File: config.mk
export PLATFORM = sky130hd
export DESIGN_NAME = serial_word_tx_flat
export DESIGN_NICKNAME = d
export VERILOG_FILES = /design/src/rtl/serial_word_tx_if.sv /design/src/rtl/serial_word_tx.sv /design/src/flat_wrapper.sv
export SDC_FILE = /design/constraint.sdc
export NUM_CORES = 1
export LEC_CHECK = 0
export ABC_CLOCK_PERIOD_IN_PS = 2100
export BUFFER_PORTS_ARGS = -buffer_cell sky130_fd_sc_hd__buf_2
export CAP_MARGIN = 40
export CORE_MARGIN = 2
export CORE_UTILIZATION = 55
export CTS_BUF_LIST = sky130_fd_sc_hd__clkbuf_2
export DETAILED_ROUTE_END_ITERATION = 8
export GPL_ROUTABILITY_DRIVEN = 1
export PLACE_DENSITY = 0.8
export SLEW_MARGIN = 15
export SYNTH_ARGS = -nofsm -noshare
export SYNTH_HDL_FRONTEND = slang
export SYNTH_SLANG_ARGS = --single-unit
File: constraint.sdc
create_clock -name clk -period 2.1 [get_ports clk]
set_clock_uncertainty 0.15 [all_clocks]
set_input_delay 0.21 -clock clk [delete_from_list [all_inputs] [get_ports clk]]
set_output_delay 0.21 -clock clk [all_outputs]
set_load 0.02 [all_outputs]
File: src/rtl/serial_word_tx_if.sv
// Handshake bundle for serial_word_tx: parallel word in, serial bit stream out,
// and the per-word remainder report.
//   slave  : the transmitter side (accepts words, drives bits and report)
//   master : the producer/consumer side (offers words, consumes bits)
// Signals:
//   in_valid/in_data/in_ready   parallel word handshake
//   bit_out/bit_valid/bit_last  serial stream, MSB first; bit_ready consumes
//   word_done/word_rem/word_div one-cycle end-of-word report
interface serial_word_tx_if #(
  parameter int unsigned WIDTH = 8,
  parameter int unsigned MOD   = 4
);

  localparam int unsigned RW = $clog2(MOD);

  logic             in_valid;
  logic [WIDTH-1:0] in_data;
  logic             in_ready;

  logic             bit_out;
  logic             bit_valid;
  logic             bit_last;
  logic             bit_ready;

  logic             word_done;
  logic [RW-1:0]    word_rem;
  logic             word_div;

  modport slave (
    input  in_valid, in_data, bit_ready,
    output in_ready, bit_out, bit_valid, bit_last,
           word_done, word_rem, word_div
  );

  modport master (
    output in_valid, in_data, bit_ready,
    input  in_ready, bit_out, bit_valid, bit_last,
           word_done, word_rem, word_div
  );

endinterface

File: src/rtl/serial_word_tx.sv
// Parallel-to-serial word transmitter with running remainder tracking.
// Accepts a WIDTH-bit word, shifts it out MSB first under a per-bit
// valid/ready handshake, and after the last bit issues a one-cycle report of
// the word's value mod MOD and whether it is divisible.
// Ports:
//   clk  clock
//   rst  synchronous active-high reset; aborts any word in flight silently
//   bus  serial_word_tx_if.slave (word input, bit stream, word report)
// Every output is a flop; nothing on the input side reaches an output
// combinationally.
module serial_word_tx #(
  parameter int unsigned WIDTH = 8,
  parameter int unsigned MOD   = 4
) (
  input  logic             clk,
  input  logic             rst,
  serial_word_tx_if.slave  bus
);

  localparam int unsigned RW = $clog2(MOD);
  localparam int unsigned TW = RW + 1;
  localparam int unsigned CW = $clog2(WIDTH);

  typedef enum logic [1:0] {
    IDLE   = 2'd0,
    SEND   = 2'd1,
    REPORT = 2'd2
  } state_t;

  state_t           state_q;
  logic [WIDTH-1:0] shreg_q;
  logic [CW-1:0]    cnt_q;
  logic [RW-1:0]    rem_q;

  logic             in_ready_q;
  logic             bit_out_q;
  logic             bit_valid_q;
  logic             bit_last_q;
  logic             word_done_q;
  logic [RW-1:0]    word_rem_q;
  logic             word_div_q;

  logic [TW-1:0]    t_c;
  logic [RW-1:0]    rem_d;

  // Remainder after appending the current bit: (2*rem + bit) mod MOD.
  // rem < MOD, so t < 2*MOD and a single conditional subtract suffices.
  always_comb begin
    t_c   = {rem_q, shreg_q[WIDTH-1]};
    rem_d = RW'(t_c);
    if (t_c >= TW'(MOD)) begin
      rem_d = RW'(t_c - TW'(MOD));
    end
  end

  // FSM, datapath and registered outputs.
  always_ff @(posedge clk) begin
    if (rst) begin
      state_q     <= IDLE;
      shreg_q     <= '0;
      cnt_q       <= '0;
      rem_q       <= '0;
      in_ready_q  <= 1'b1;
      bit_out_q   <= 1'b0;
      bit_valid_q <= 1'b0;
      bit_last_q  <= 1'b0;
      word_done_q <= 1'b0;
      word_rem_q  <= '0;
      word_div_q  <= 1'b0;
    end else begin
      case (state_q)
        IDLE: begin
          if (bus.in_valid) begin
            state_q     <= SEND;
            shreg_q     <= bus.in_data;
            cnt_q       <= CW'(WIDTH - 1);
            rem_q       <= '0;
            in_ready_q  <= 1'b0;
            bit_valid_q <= 1'b1;
            bit_out_q   <= bus.in_data[WIDTH-1];
            // WIDTH >= 2, so the first bit is never the last.
            bit_last_q  <= 1'b0;
          end
        end

        SEND: begin
          if (bus.bit_ready) begin
            rem_q   <= rem_d;
            shreg_q <= {shreg_q[WIDTH-2:0], 1'b0};
            if (cnt_q == '0) begin
              state_q     <= REPORT;
              bit_valid_q <= 1'b0;
              bit_last_q  <= 1'b0;
              bit_out_q   <= 1'b0;
              word_done_q <= 1'b1;
              word_rem_q  <= rem_d;
              word_div_q  <= (rem_d == '0);
            end else begin
              cnt_q      <= cnt_q - CW'(1);
              // Present the next bit, which is the LSB when cnt reaches 0.
              bit_out_q  <= shreg_q[WIDTH-2];
              bit_last_q <= (cnt_q == CW'(1));
            end
          end
        end

        REPORT: begin
          state_q     <= IDLE;
          in_ready_q  <= 1'b1;
          word_done_q <= 1'b0;
          word_rem_q  <= '0;
          word_div_q  <= 1'b0;
        end

        default: begin
          state_q     <= IDLE;
          in_ready_q  <= 1'b1;
          bit_out_q   <= 1'b0;
          bit_valid_q <= 1'b0;
          bit_last_q  <= 1'b0;
          word_done_q <= 1'b0;
          word_rem_q  <= '0;
          word_div_q  <= 1'b0;
        end
      endcase
    end
  end

  assign bus.in_ready  = in_ready_q;
  assign bus.bit_out   = bit_out_q;
  assign bus.bit_valid = bit_valid_q;
  assign bus.bit_last  = bit_last_q;
  assign bus.word_done = word_done_q;
  assign bus.word_rem  = word_rem_q;
  assign bus.word_div  = word_div_q;

endmodule

File: src/flat_wrapper.sv
// flat-port wrapper written by rule: the top's interface ports become plain ports
module serial_word_tx_flat 
#(
  parameter int unsigned WIDTH = 8,
  parameter int unsigned MOD   = 4
)
  (clk, rst, bus_in_valid, bus_in_data, bus_bit_ready, bus_in_ready, bus_bit_out, bus_bit_valid, bus_bit_last, bus_word_done, bus_word_rem, bus_word_div);
  serial_word_tx_if #(.WIDTH(WIDTH), .MOD(MOD)) bus_i ();
  input  logic clk;
  input  logic rst;
  input wire logic [$bits(bus_i.in_valid)-1:0] bus_in_valid;
  input wire logic [$bits(bus_i.in_data)-1:0] bus_in_data;
  input wire logic [$bits(bus_i.bit_ready)-1:0] bus_bit_ready;
  output wire logic [$bits(bus_i.in_ready)-1:0] bus_in_ready;
  output wire logic [$bits(bus_i.bit_out)-1:0] bus_bit_out;
  output wire logic [$bits(bus_i.bit_valid)-1:0] bus_bit_valid;
  output wire logic [$bits(bus_i.bit_last)-1:0] bus_bit_last;
  output wire logic [$bits(bus_i.word_done)-1:0] bus_word_done;
  output wire logic [$bits(bus_i.word_rem)-1:0] bus_word_rem;
  output wire logic [$bits(bus_i.word_div)-1:0] bus_word_div;
  assign bus_i.in_valid = bus_in_valid;
  assign bus_i.in_data = bus_in_data;
  assign bus_i.bit_ready = bus_bit_ready;
  assign bus_in_ready = bus_i.in_ready;
  assign bus_bit_out = bus_i.bit_out;
  assign bus_bit_valid = bus_i.bit_valid;
  assign bus_bit_last = bus_i.bit_last;
  assign bus_word_done = bus_i.word_done;
  assign bus_word_rem = bus_i.word_rem;
  assign bus_word_div = bus_i.word_div;
  serial_word_tx #(.WIDTH(WIDTH), .MOD(MOD)) u_core (.clk(clk), .rst(rst), .bus(bus_i));
endmodule
==> impl_metrics.tcl <==
set metrics [dict create \
    fp.coreArea_um2 1730 \
    yosys_warnings 0 \
    crit_arrival_ns 2.02 \
    die_w_um 46.7 \
    stdcell_count 148 \
    vias 824 \
    cp_max_fo 6 \
    clkTransAtPathRegs_ns 0.23 \
    place.port_buffers 19 \
    grt_pass1_wl_mm 3.31 \
    grtUsageTotal_pct 21.7 \
    crit_type "flip-flop to flip-flop" \
    dieArea_um2 2180 \
    ctsHoldBuffers 0 \
    setup_tns_ns 0 \
    finalWirelength_mm 1.93 \
    layout.nets 139 \
    drive_above_1_share_pct 23.6 \
    grt_max_degree 18 \
    setup_viol_count_final 0 \
    grt_overflow 0 \
    synth_cell_types 32 \
    cap_violations 0 \
    syn_avg_cell_area_um2 9.39 \
    cellPowerDensity_nw_per_um2 831 \
    p_total_mw 0.945 \
    viasPerCell 5.57 \
    status "finished, final reports clean" \
    ys.flop_type "dfxtp_1" \
    grt_pass1_vias 756 \
    start_util_pct 58.2 \
    timing_hold_violations_final 0 \
    row_count 15 \
    synth_cells 107 \
    slew_violations 0 \
    firstDrtPassIters 4 \
    period_minus_slack_ns 1.86 \
    peakVddDrop_uv 520 \
    worstSetupEndpointType "flip-flop" \
    cts_tree "yes" \
    clock-sinks 22 \
    antenna_found_initial 0 \
    clock_latency_ns 0.35 \
    io_pins 20 \
    fin_crit_sh_pct 88.6 \
    p_leak_nw 0.479 \
    htreeDepth 1 \
    tightest_slew_ns 0.500 \
    area_delta_synth_final_pct 13.1 \
    mostFrequentLayoutCells "22 x dfxtp_1, 19 x buf_2, 12 x inv_1" \
    gp_congestion 0.774 \
    postSynth.asyncResetShare_pct 0 \
    relSlewSlack_pct 66.6 \
    drtAntennaViolNets 0 \
    placedCellCount 144 \
    cts_buffers 3 \
    wire_per_inst_um 13.0 \
    die_h_um 46.7 \
    final_area_um2 1140 \
    dp_hpwl_mm 1.36 \
    drt-initial-drc-count 27 \
    place_ws_ns 0.285 \
    ys_seq_area_share_pct 43.8 \
    whs_ns 0.0174 \
    diodes 0 \
    cp-start-kind "flip-flop" \
    ys_ff_latch 22 \
    drc 0 \
    netlist_area_um2 1000 \
    cts_root_buf "clkbuf_2" \
    setup_ws_ns 0.239 \
    synth_edf_count 0 \
    synth_nets 122 \
    final_common_cell "dfxtp_1" \
    cts_buffer_depth 2 \
    post-route-util_pct 65.8 \
    hold_class "primary input to flip-flop" \
    post_cts_resized 0 \
    rsz0062_at_grt "no" \
    cts_setup_buffers 0 \
    clock.fmax_ghz 0.537 \
    dpl_cell_area_um2 1090 \
    cp.required_ns 2.26 \
]
==> worst max-delay path: stages (launching register included) <==
cell	delay, ns
dfxtp_1	0.36
inv_1	0.11
ha_1	0.16
ha_1	0.26
nand3_1	0.26
or3_1	0.39
a21oi_1	0.14
==> cell families after synthesis <==
group	share of synthesized area, %
flip-flops	43.8
AO/OA/AOI/OAI	23.9
AND/OR/NAND/NOR	17.3
adder cells (fa/ha/maj)	3.74
multiplexers	1.99
buffers and inverters	9.21
==> sequential cells by signal, indices dropped and copies added, names as in the netlist <==
register / cells
u_core.bus.bit_last: 1
u_core.bus.bit_out: 1
u_core.bus.bit_valid: 1
u_core.bus.in_ready: 1
u_core.bus.word_div: 1
u_core.bus.word_done: 1
u_core.bus.word_rem: 2
u_core.cnt_q: 3
u_core.rem_q: 1
u_core.shreg_q: 8
u_core.state_q: 2
==> final cells by class <==
class                   instances  area (um2)
clock buffers                   3        15.0
clock inverters                 1        30.0
fillers                       155         591
inverters                      12        45.0
multi-input cells              65         472
flip-flops and latches         22         440
well taps                      25        31.3
repair buffers                 20         103
==> synth_stat cells (all sizes together), types with 4 or more instances <==
cell / n / area [um2]
inv: 12 / 45.0
a211oi: 7 / 52.6
o22ai: 7 / 43.8
a21oi: 6 / 30.0
dfxtp: 22 / 440
nand3b: 4 / 30.0
nor2: 4 / 15.0
buf: 4 / 32.5
clkbuf: 4 / 15.0
==> report_power, final <==
part | internal (mW) | switching (mW) | total, mW
sequential | 0.454 | 0.0279 | 0.482
combinational | 0.0739 | 0.0905 | 0.164
clock | 0.164 | 0.134 | 0.299
==> layer usage <==
layer | vias up | GRT usage (%) | share of wire (%)
met4 | 0 | 10.0 | 2.1
met2 | 9 | 32.2 | 45
met3 | 5 | 4.62 | 2.4
met5 | - | 0 | 0
li1 | 418 | - | -
met1 | 392 | 30.3 | 50
==> path summary, 6_finish.rpt <==
kind                                startpoint                                end  slack, ns  cells past startpoint
max               u_core.cnt_q[1]$_SDFFE_PP0P_   u_core.bus.word_div$_SDFFE_PP0P_       0.24                      6
min                              bus_bit_ready     u_core.state_q[1]$_SDFFE_PP0P_       0.02                      3
max reg2reg       u_core.cnt_q[1]$_SDFFE_PP0P_   u_core.bus.word_div$_SDFFE_PP0P_       0.24                      6
min reg2reg  u_core.bus.word_done$_SDFFE_PP0P_  u_core.bus.word_done$_SDFFE_PP0P_       0.31                      2
No activity file was read; power rests on OpenSTA's default activity.
